## src/rtl/sha256_msg_if.sv

```systemverilog
// Word stream from the message source into the SHA-256 message controller.
interface sha256_msg_if;
  logic [31:0] s_data;
  logic        s_valid;
  logic        s_last;
  logic [1:0]  s_bytes;
  logic        s_ready;

  modport master (output s_data, output s_valid, output s_last, output s_bytes, input s_ready);
  modport slave  (input s_data, input s_valid, input s_last, input s_bytes, output s_ready);
endinterface

```

## src/rtl/sha256_msg_ctrl.sv

```systemverilog
// SHA-256 message controller: collects big-endian words into 512-bit blocks,
// applies padding/length, sequences an external transform and chains the result.
module sha256_msg_ctrl #(
  parameter int LOOP       = 1,
  parameter int TF_LATENCY = 68
) (
  input  logic           clk,
  input  logic           reset_n,
  sha256_msg_if.slave    s,
  output logic           tf_feedback,
  output logic [5:0]     tf_cnt,
  output logic [255:0]   tf_state,
  output logic [511:0]   tf_input,
  input  logic [255:0]   tf_hash,
  output logic [255:0]   digest,
  output logic           digest_valid,
  output logic           busy
);

  typedef enum logic [2:0] {IDLE = 3'd0, LOAD = 3'd1, PAD = 3'd2, RUN = 3'd3, NEXT = 3'd4} state_t;

  localparam logic [255:0] IV = {32'h6a09e667, 32'hbb67ae85, 32'h3c6ef372, 32'ha54ff53a,
                                 32'h510e527f, 32'h9b05688c, 32'h1f83d9ab, 32'h5be0cd19};

  // Keep the valid bytes of the last word and place the 0x80 marker right after them.
  function automatic logic [31:0] pad_word(input logic [31:0] d, input logic [1:0] nb);
    case (nb)
      2'd1:    pad_word = {d[31:24], 24'h800000};
      2'd2:    pad_word = {d[31:16], 16'h8000};
      2'd3:    pad_word = {d[31:8], 8'h80};
      default: pad_word = d;
    endcase
  endfunction

  function automatic logic [2:0] word_bytes(input logic last, input logic [1:0] nb);
    if (!last)           word_bytes = 3'd4;
    else if (nb == 2'd0) word_bytes = 3'd4;
    else                 word_bytes = {1'b0, nb};
  endfunction

  state_t              state_q, state_d;
  logic [15:0][31:0]   blk_q, blk_d;        // word 0 lives in blk_q[15]
  logic [3:0]          idx_q, idx_d;
  logic [60:0]         byte_cnt_q, byte_cnt_d;
  logic [255:0]        hstate_q, hstate_d;
  logic [255:0]        hash_q, hash_d;
  logic [255:0]        digest_q, digest_d;
  logic [15:0]         run_cnt_q, run_cnt_d;
  logic [5:0]          tf_cnt_q, tf_cnt_d;
  logic                fb_q, fb_d;
  logic                final_q, final_d;
  logic                pad2_q, pad2_d;
  logic                pad2_80_q, pad2_80_d;
  logic [3:0]          lastidx_q, lastidx_d;
  logic [1:0]          lastb_q, lastb_d;
  logic                dv_q, dv_d;
  logic                busy_q, busy_d;
  logic                s_ready_q, s_ready_d;
  logic                xfer_s;
  logic [63:0]         bitlen_s;
  logic [4:0]          pos80_s;

  // Next-state, datapath and output computation.
  always_comb begin
    state_d    = state_q;
    blk_d      = blk_q;
    idx_d      = idx_q;
    byte_cnt_d = byte_cnt_q;
    hstate_d   = hstate_q;
    hash_d     = hash_q;
    digest_d   = digest_q;
    run_cnt_d  = run_cnt_q;
    tf_cnt_d   = 6'd0;
    final_d    = final_q;
    pad2_d     = pad2_q;
    pad2_80_d  = pad2_80_q;
    lastidx_d  = lastidx_q;
    lastb_d    = lastb_q;
    dv_d       = dv_q;
    busy_d     = busy_q;
    xfer_s     = s.s_valid && s_ready_q;
    bitlen_s   = {byte_cnt_q, 3'b000};
    pos80_s    = {1'b0, lastidx_q} + ((lastb_q == 2'd0) ? 5'd1 : 5'd0);

    case (state_q)
      IDLE: begin
        if (xfer_s) begin
          blk_d[15]  = s.s_data;
          idx_d      = 4'd1;
          byte_cnt_d = 61'(word_bytes(s.s_last, s.s_bytes));
          hstate_d   = IV;
          dv_d       = 1'b0;
          busy_d     = 1'b1;
          pad2_d     = 1'b0;
          pad2_80_d  = 1'b0;
          lastidx_d  = 4'd0;
          lastb_d    = s.s_bytes;
          state_d    = s.s_last ? PAD : LOAD;
        end else begin
          state_d = IDLE;
        end
      end
      LOAD: begin
        if (xfer_s) begin
          blk_d[4'd15 - idx_q] = s.s_data;
          byte_cnt_d = byte_cnt_q + 61'(word_bytes(s.s_last, s.s_bytes));
          if (s.s_last) begin
            lastidx_d = idx_q;
            lastb_d   = s.s_bytes;
            state_d   = PAD;
          end else if (idx_q == 4'd15) begin
            idx_d     = 4'd0;
            final_d   = 1'b0;
            run_cnt_d = 16'd0;
            state_d   = RUN;
          end else begin
            idx_d = idx_q + 4'd1;
          end
        end else begin
          state_d = LOAD;
        end
      end
      PAD: begin
        if (pad2_q) begin
          // Length-only trailer block; carries the marker if the data block was full.
          blk_d     = '0;
          blk_d[15] = pad2_80_q ? 32'h8000_0000 : 32'h0000_0000;
          blk_d[1]  = bitlen_s[63:32];
          blk_d[0]  = bitlen_s[31:0];
          final_d   = 1'b1;
          pad2_d    = 1'b0;
        end else begin
          for (int w = 0; w < 16; w++) begin
            if (w == int'(lastidx_q)) begin
              blk_d[4'(15 - w)] = pad_word(blk_q[4'(15 - w)], lastb_q);
            end else if (w > int'(lastidx_q)) begin
              blk_d[4'(15 - w)] = (5'(w) == pos80_s) ? 32'h8000_0000 : 32'h0000_0000;
            end else begin
              blk_d[4'(15 - w)] = blk_q[4'(15 - w)];
            end
          end
          if (pos80_s <= 5'd13) begin
            blk_d[1]  = bitlen_s[63:32];
            blk_d[0]  = bitlen_s[31:0];
            final_d   = 1'b1;
          end else begin
            final_d   = 1'b0;
            pad2_d    = 1'b1;
            pad2_80_d = (pos80_s == 5'd16);
          end
        end
        run_cnt_d = 16'd0;
        state_d   = RUN;
      end
      RUN: begin
        if (run_cnt_q == 16'(TF_LATENCY - 1)) begin
          hash_d  = tf_hash;
          state_d = NEXT;
        end else begin
          run_cnt_d = run_cnt_q + 16'd1;
          tf_cnt_d  = (tf_cnt_q == 6'(LOOP - 1)) ? 6'd0 : tf_cnt_q + 6'd1;
        end
      end
      NEXT: begin
        if (final_q) begin
          digest_d = hash_q;
          dv_d     = 1'b1;
          busy_d   = 1'b0;
          state_d  = IDLE;
        end else begin
          hstate_d = hash_q;
          if (pad2_q) begin
            state_d = PAD;
          end else begin
            idx_d   = 4'd0;
            state_d = LOAD;
          end
        end
      end
      default: state_d = IDLE;
    endcase

    s_ready_d = (state_d == IDLE) || (state_d == LOAD);
    fb_d      = (tf_cnt_d != 6'd0);
  end

  // State and datapath registers.
  always_ff @(posedge clk or negedge reset_n) begin
    if (!reset_n) begin
      state_q    <= IDLE;
      blk_q      <= '0;
      idx_q      <= 4'd0;
      byte_cnt_q <= 61'd0;
      hstate_q   <= 256'd0;
      hash_q     <= 256'd0;
      digest_q   <= 256'd0;
      run_cnt_q  <= 16'd0;
      tf_cnt_q   <= 6'd0;
      fb_q       <= 1'b0;
      final_q    <= 1'b0;
      pad2_q     <= 1'b0;
      pad2_80_q  <= 1'b0;
      lastidx_q  <= 4'd0;
      lastb_q    <= 2'd0;
      dv_q       <= 1'b0;
      busy_q     <= 1'b0;
      s_ready_q  <= 1'b1;
    end else begin
      state_q    <= state_d;
      blk_q      <= blk_d;
      idx_q      <= idx_d;
      byte_cnt_q <= byte_cnt_d;
      hstate_q   <= hstate_d;
      hash_q     <= hash_d;
      digest_q   <= digest_d;
      run_cnt_q  <= run_cnt_d;
      tf_cnt_q   <= tf_cnt_d;
      fb_q       <= fb_d;
      final_q    <= final_d;
      pad2_q     <= pad2_d;
      pad2_80_q  <= pad2_80_d;
      lastidx_q  <= lastidx_d;
      lastb_q    <= lastb_d;
      dv_q       <= dv_d;
      busy_q     <= busy_d;
      s_ready_q  <= s_ready_d;
    end
  end

  assign s.s_ready    = s_ready_q;
  assign tf_feedback  = fb_q;
  assign tf_cnt       = tf_cnt_q;
  assign tf_state     = hstate_q;
  assign tf_input     = blk_q;
  assign digest       = digest_q;
  assign digest_valid = dv_q;
  assign busy         = busy_q;

endmodule

```

## src/flat_wrapper.sv

```systemverilog
// flat-port wrapper written by rule: the top's interface ports become plain ports
module sha256_msg_ctrl_flat 
#(
  parameter int LOOP       = 1,
  parameter int TF_LATENCY = 68
)
  (clk, reset_n, tf_feedback, tf_cnt, tf_state, tf_input, tf_hash, digest, digest_valid, busy, s_s_data, s_s_valid, s_s_last, s_s_bytes, s_s_ready);
  sha256_msg_if s_i ();
  input  logic clk;
  input  logic reset_n;
  output logic tf_feedback;
  output logic [5:0] tf_cnt;
  output logic [255:0] tf_state;
  output logic [511:0] tf_input;
  input  logic [255:0] tf_hash;
  output logic [255:0] digest;
  output logic digest_valid;
  output logic busy;
  input wire logic [$bits(s_i.s_data)-1:0] s_s_data;
  input wire logic [$bits(s_i.s_valid)-1:0] s_s_valid;
  input wire logic [$bits(s_i.s_last)-1:0] s_s_last;
  input wire logic [$bits(s_i.s_bytes)-1:0] s_s_bytes;
  output wire logic [$bits(s_i.s_ready)-1:0] s_s_ready;
  assign s_i.s_data = s_s_data;
  assign s_i.s_valid = s_s_valid;
  assign s_i.s_last = s_s_last;
  assign s_i.s_bytes = s_s_bytes;
  assign s_s_ready = s_i.s_ready;
  sha256_msg_ctrl #(.LOOP(LOOP), .TF_LATENCY(TF_LATENCY)) u_core (.clk(clk), .reset_n(reset_n), .s(s_i), .tf_feedback(tf_feedback), .tf_cnt(tf_cnt), .tf_state(tf_state), .tf_input(tf_input), .tf_hash(tf_hash), .digest(digest), .digest_valid(digest_valid), .busy(busy));
endmodule
```

## config.mk

```make
export PLATFORM = sky130hd
export DESIGN_NAME = sha256_msg_ctrl_flat
export DESIGN_NICKNAME = d
export VERILOG_FILES = /design/src/rtl/sha256_msg_if.sv /design/src/rtl/sha256_msg_ctrl.sv /design/src/flat_wrapper.sv
export SDC_FILE = /design/constraint.sdc
export NUM_CORES = 2
export LEC_CHECK = 0
export ABC_AREA = 1
export CORE_AREA = 4 4 521 523
export CTS_BUF_LIST = sky130_fd_sc_hd__clkbuf_16
export DETAILED_ROUTE_END_ITERATION = 8
export DIE_AREA = 0 0 525 527
export SLEW_MARGIN = 10
export SYNTH_ARGS = -nofsm -noshare
export SYNTH_HDL_FRONTEND = slang
export SYNTH_SLANG_ARGS = --single-unit
export TNS_END_PERCENT = 10
```

## constraint.sdc

```tcl
create_clock -name clk -period 3 [get_ports clk]
set_input_delay 0.6 -clock clk [delete_from_list [all_inputs] [get_ports clk]]
set_output_delay 0.6 -clock clk [all_outputs]
set_load 0.02 [all_outputs]
```

Word-level counts from Yosys, hierarchy flattened --
Index checks and enable logic that the tools add are counted.
Word-level totals: output and inout port bits 1034, flip-flop bits (word level) 1383, input bits 294, logic and storage cells 335
Cells by class: add/subtract/negate cells 6, reductions and logical operators 61, $lt $le $gt $ge 11, equal/unequal tests 103, muxes and demuxes 97
Operator list (count):
- $mux 256 | 4
- $pmux 480 s2 | 1
- $mux 32 | 27
- $bwmux 512 | 1
- $mux 512 | 1
- $pmux 256 s2 | 1
- $demux 32 s4 | 1
- $mux 61 | 2
- $pmux 61 s2 | 1
- $pmux 32 s3 | 1
- $ne 4x3->1 const B | 20
- $reduce_and 4->1 | 20
- $pmux 24 s3 | 1
- $mux 16 | 4
- $mux 64 | 1
- $add 61x3->61 | 1
- $ne 5x4->1 const B | 12
- $reduce_and 6->1 | 9
- $ne 6x5->1 const B | 8
- $pmux 16 s3 | 1
- $reduce_and 5->1 | 9
- $eq 4x5->1 const A | 8
- $mux 4 | 9
- $gt 4x4->1 const A | 8
- other kinds (46) | 127

Longest topological paths before layout --
word-level depth 10, depth in mapped cells 14, mapped depth without buffers 14

Worst setup path after synthesis --
OpenSTA, ideal clock, no wires.
path type register -> register, start reg u_core.lastb_q[0], end reg u_core.blk_q, in the netlist u_core.tf_input[24], stages on the path, launching flop included 13, setup time 0.117 ns, period minus slack after synthesis 2.357 ns, buffers on the path 1, arrival time 2.240 ns, required time 2.883 ns, path slack 0.643 ns, cells stage by stage dfrtp_1 > inv_1 > ha_1 > ha_1 > ha_1 > nand3_1 > o21bai_1 > buf_2 > nand3_1 > nand2_1 > inv_1 > nand2_1 > nand2_1
Between the ends: cells in the longest elaborated chain, start to end 7, elaborated cells between the ends (all ways) 10, classes of those cells add/sub: 1; order compare: 1; eq/ne: 2; mux: 4; reduce/logical: 2
Ends and longest elaborated chain:
- start: declaration | RTL line sha256_msg_ctrl.sv:55 | logic [1:0] lastb_q, lastb_d;
- start signal: assignment | RTL line sha256_msg_ctrl.sv:223 | lastb_q <= lastb_d;
- $logic_not 2->1 (*) | RTL line sha256_msg_ctrl.sv:83 | pos80_s = {1'b0, lastidx_q} + ((lastb_q == 2'd0) ? 5'd1 : 5'd0);
- $mux 1 (*) | RTL line sha256_msg_ctrl.sv:83
- $add 4x5->5 (*) | RTL line sha256_msg_ctrl.sv:83
- $le 5x4->1 (*) | RTL line sha256_msg_ctrl.sv:142 | if (pos80_s <= 5'd13) begin
- $mux 64 | RTL line sha256_msg_ctrl.sv:142
- $mux 256 | RTL line sha256_msg_ctrl.sv:124 | if (pad2_q) begin
- $pmux 480 s2 | RTL line sha256_msg_ctrl.sv:85 | case (state_q)
- end signal: assignment | RTL line sha256_msg_ctrl.sv:210 | blk_q <= blk_d;
- end: declaration | RTL line sha256_msg_ctrl.sv:42 | logic [15:0][31:0] blk_q, blk_d;
Mark *: on every way between the ends. The rest lies on a longest branch, timed or not. A chain may end at the register's enable or synchronous reset.

Worst setup path after layout --
start reg u_core.lastb_q[0], end reg u_core.blk_q, in the netlist u_core.tf_input[27]
Same word-level chain as after synthesis.

==> metrics <==
crit path launch type=register; DP HPWL=207600 um; Avg WL per Cell=23.00 um; mean instance size in the synthesized netlist=8.574 sq um; Slowest-stage cell, CP=dfrtp_1; PnR worst setup slack=~0.21 ns; Clock Tree Root=clkbuf_16; endpoint required time on the critical path=3.70 ns; combinational share of power=slightly below 3%; post-detailed-route count of antenna-violating nets=0; largest incremental delay on the critical path=0.39 ns; RSZ-0062 raised after global routing=false; final critical-path share of the clock period=around 93%; shortest period the worst path allows=2.790 ns; proportion of register bits with asynchronous set or reset after synthesis=between 90% and 100%; leakage power=38.46 nW; post-synthesis adder-cell area fraction=0.4266%; Mapped Nets=roughly 7000; count of final hold-check violations=0; most common library cell in the layout ignoring fill and taps=nand2_1; synthesized-area fraction occupied by xor and xnor cells=0.1066%; Final Skew=about 0.09 ns; fraction of layout cells with a size suffix above 1=7.556%; crit path kind=reg2reg; deepest clock path buffer count=4; CTS Buf Count=~170; main combinational cell family by area after synthesis=simple AND/OR/NAND/NOR gates; worst setup slack for register-to-register paths=0.21 ns; clock-pin slew reported for the worst setup and hold paths after clock tree synthesis=0.06 ns; Initial Util=21.53%; DRC violations left=0; result of the run=completed; met2 wire length=131300 um; multi-input gate area in the final layout=19630 sq um; post-synthesis simple-gate area fraction=26.12%; number of H-tree levels=4; latest clock arrival within the worst-skew pair=0.82 ns; Seq pwr share=47.6%; Std-Cell Rows=190; number of vias in the routed layout=roughly 53000; data arrival time at the worst-slack endpoint=roughly 3.5 ns; initial drt markers=between 4000 and 5000; height of the die=527 um; global-route wire length before repair=386400 um; highest metal layer with signal wires=met5; die area=276700 sq um; relative contribution of the clock network to total power=49.6%; cell-internal power=approximately 30 mW; sink count of the clock tree=1383; actual transition at the worst max-transition pin=1.239 ns; area of the core=267000 sq um; final max-slew violation count=0; Net Sw Power=8.992 mW; GRT Residual Overflow=0; compound-gate portion of the synthesized area=between 7 and 8%; layout overhead on the synthesized area=43.58%; most frequently used flop master after synthesis=dfrtp_1; metal3 WL=22060 um; maximum achievable frequency=0.3584 GHz; pre-CTS setup slack=-0.1163 ns; Post-Syn Area=between 50000 and 60000 sq um; multiplexer share of the synthesized area=0%; buffers added on ports=about 1300; Die Wd=525 um; pin count of the biggest net entering global routing=122; endpoint type of the worst setup path=register; total power=between 30 and 40 mW; final setup violation count=0; flip-flop and latch count after synthesis=1383; number of global-route vias before repair=around 51000; worst reg2reg path startpoint=u_core.lastb_q[0]; area occupied by registers=34610 sq um; max-cap violations=0; total routing resource utilization after global routing=18.90%; number of synthesis warnings=0; power density over the cells=roughly 480 nW/um^2; sequential area share after synthesis=60.20%; switching part of the total power=22.92%; number of flops mapped to enable cells by yosys=0; antenna violations before repair=30; cells along the critical path=inv_1, ha_1, ha_1, ha_1, nand3_1, o21bai_4, buf_4, nand3_1, nand2_1, buf_12, inv_1, nand2_1, nand2_1; worst relative slew slack=~17%; commonest cells after routing, fill and taps aside=nand2_1, dfrtp_1, clkdlybuf4s50_1; Reg2Reg Capture Point=u_core.tf_input[27]; CTS tree=yes; Layout Nets=8488; IO Pins=1328; critical path peak fanout=9; maximum vdd ir drop=about 0.00033 V; post-synthesis cell type count=48; aggregate routed wire length=between 200000 and 300000 um; hold crit path type=in2async; number of instances in the synthesized netlist=6705; number of vias per cell after detailed routing=4.462; final-layout fill cell count=28150; length in cells of the worst reg-to-reg path=13; Routed met1 length=104500 um; Pre-Repair DR Iteration Count=6; gp weighted congestion=0.9368
-- layout make-up --
cell class	count	area share [%]
flip-flops and latches	1383	41.93
multi-input cells	4490	23.78
repair buffers	1648	20.42
well taps	3552	5.384
clock buffers	165	5.002
inverters	487	2.245
clock inverters	125	1.204
diodes	11	0.03335
-- sequential cells by signal, indices dropped and copies added (netlist names) --
signal / cells
u_core.tf_state: 256
u_core.idx_q: 4
u_core.digest: 256
u_core.state_q: 3
u_core.tf_input: 512
u_core.lastidx_q: 4
u_core.lastb_q: 2
u_core.tf_feedback: 1
u_core.digest_valid: 1
u_core.s.s_ready: 1
u_core.byte_cnt_q: 61
u_core.pad2_q: 1
u_core.tf_cnt: 6
u_core.pad2_80_q: 1
u_core.hash_q: 256
u_core.final_q: 1
u_core.run_cnt_q: 16
u_core.busy: 1
-- worst max-delay path: cells and delay by family, from the launching register on --
kind,cells,cell delay (ns)
fa+ha+maj,3,0.85
compound gates,1,0.23
simple gates,5,0.71
flops,1,0.39
buf+inv,4,0.53
-- Yosys cell counts (8+ instances only) --
cell type	n	share of area (%)
a21oi_1	202	1.8
a21oi_2	11	0.17
a22oi_1	15	0.20
buf_1	19	0.12
buf_2	151	1.3
clkbuf_1	171	1.1
dfrtp_1	1382	60
ha_1	18	0.39
inv_1	473	3.1
inv_2	12	0.078
nand2_1	2587	17
nand2_2	9	0.098
nand3_1	517	4.5
nand3b_1	10	0.13
nand4_1	56	0.61
nor2_1	489	3.2
nor2_2	9	0.098
nor3_1	13	0.11
o21ai_0	241	2.1
o21ai_1	9	0.078
o22ai_1	233	2.5
o31ai_1	8	0.10
-- through the flow --
| step | setup TNS (ns) | hold slack (ns) | utilization (%) | std cells | area (sq um) |
|---|---|---|---|---|---|
| finish | 0 | 0.3186 | 30.92 | 11860 | 82540 |
| global route | 0 | 0.2353 | 30.91 | 11860 | 82530 |
| CTS | 0 | 0.2075 | 30.90 | 11850 | 82490 |
| detailed placement | -0.6768 | 0.4571 | 28.98 | 11560 | 77360 |
| global placement | -0.8764 | 0.4524 | 28.98 | 11560 | 77360 |
| floorplan | 0 | 0.3044 | - | 6705 | 57490 |
-- metal layers --
metal / vias up / GRT usage [%]
met1: 25830 / 22.22
li1: 24350 / -
met2: 2216 / 32.07
met5: - / 0
met3: 482 / 5.145
met4: 40 / 8.715
-- repair_timing --
action                                  4_1_cts  5_1_grt
endpoints found under the setup margin        0       63
setup buffers                                 0        0
resized for setup                             0        5
hold buffers                                  1        0
endpoints found under the hold margin        43        0
-- kinds of logic (layout without fill, tap and decap cells) --
kind of cell / Yosys count / after routing
flip-flops: 1383 / 1383
buffers and inverters: 832 / 2425
XOR/XNOR: 7 / 7
AO/OA/AOI/OAI: 745 / 745
adder cells (fa/ha/maj): 19 / 19
AND/OR/NAND/NOR: 3719 / 3719
other: 0 / 11
-- power groups by stage --
stage | sequential, mW | combinational (mW) | clock [mW]
3_5_place_dp | 19.0 | 1.15 | 0
3_3_place_gp | 19.0 | 1.15 | 0
6_report | 18.7 | 1.12 | 19.4
5_1_grt | 18.6 | 1.22 | 20.7
4_1_cts | 18.7 | 1.15 | 19.9
2_1_floorplan | 19.0 | 0.0632 | 0
-- how the worst max path moves through the flow --
stage / cells past startpoint / start / slack, ns / end
5_1_grt: 13 / u_core.lastb_q[1] / 0.02 / u_core.tf_input[27]
2_1_floorplan: 12 / u_core.lastb_q[0] / 0.64 / u_core.tf_input[24]
3_3_place_gp: 15 / s_s_last / -0.13 / u_core.byte_cnt_q[37]
6_report: 13 / u_core.lastb_q[0] / 0.21 / u_core.tf_input[27]
4_1_cts: 12 / u_core.lastb_q[0] / 0.03 / u_core.tf_input[23]
3_5_place_dp: 15 / s_s_last / -0.12 / u_core.byte_cnt_q[37]
Power figures use the tool's default switching activity.
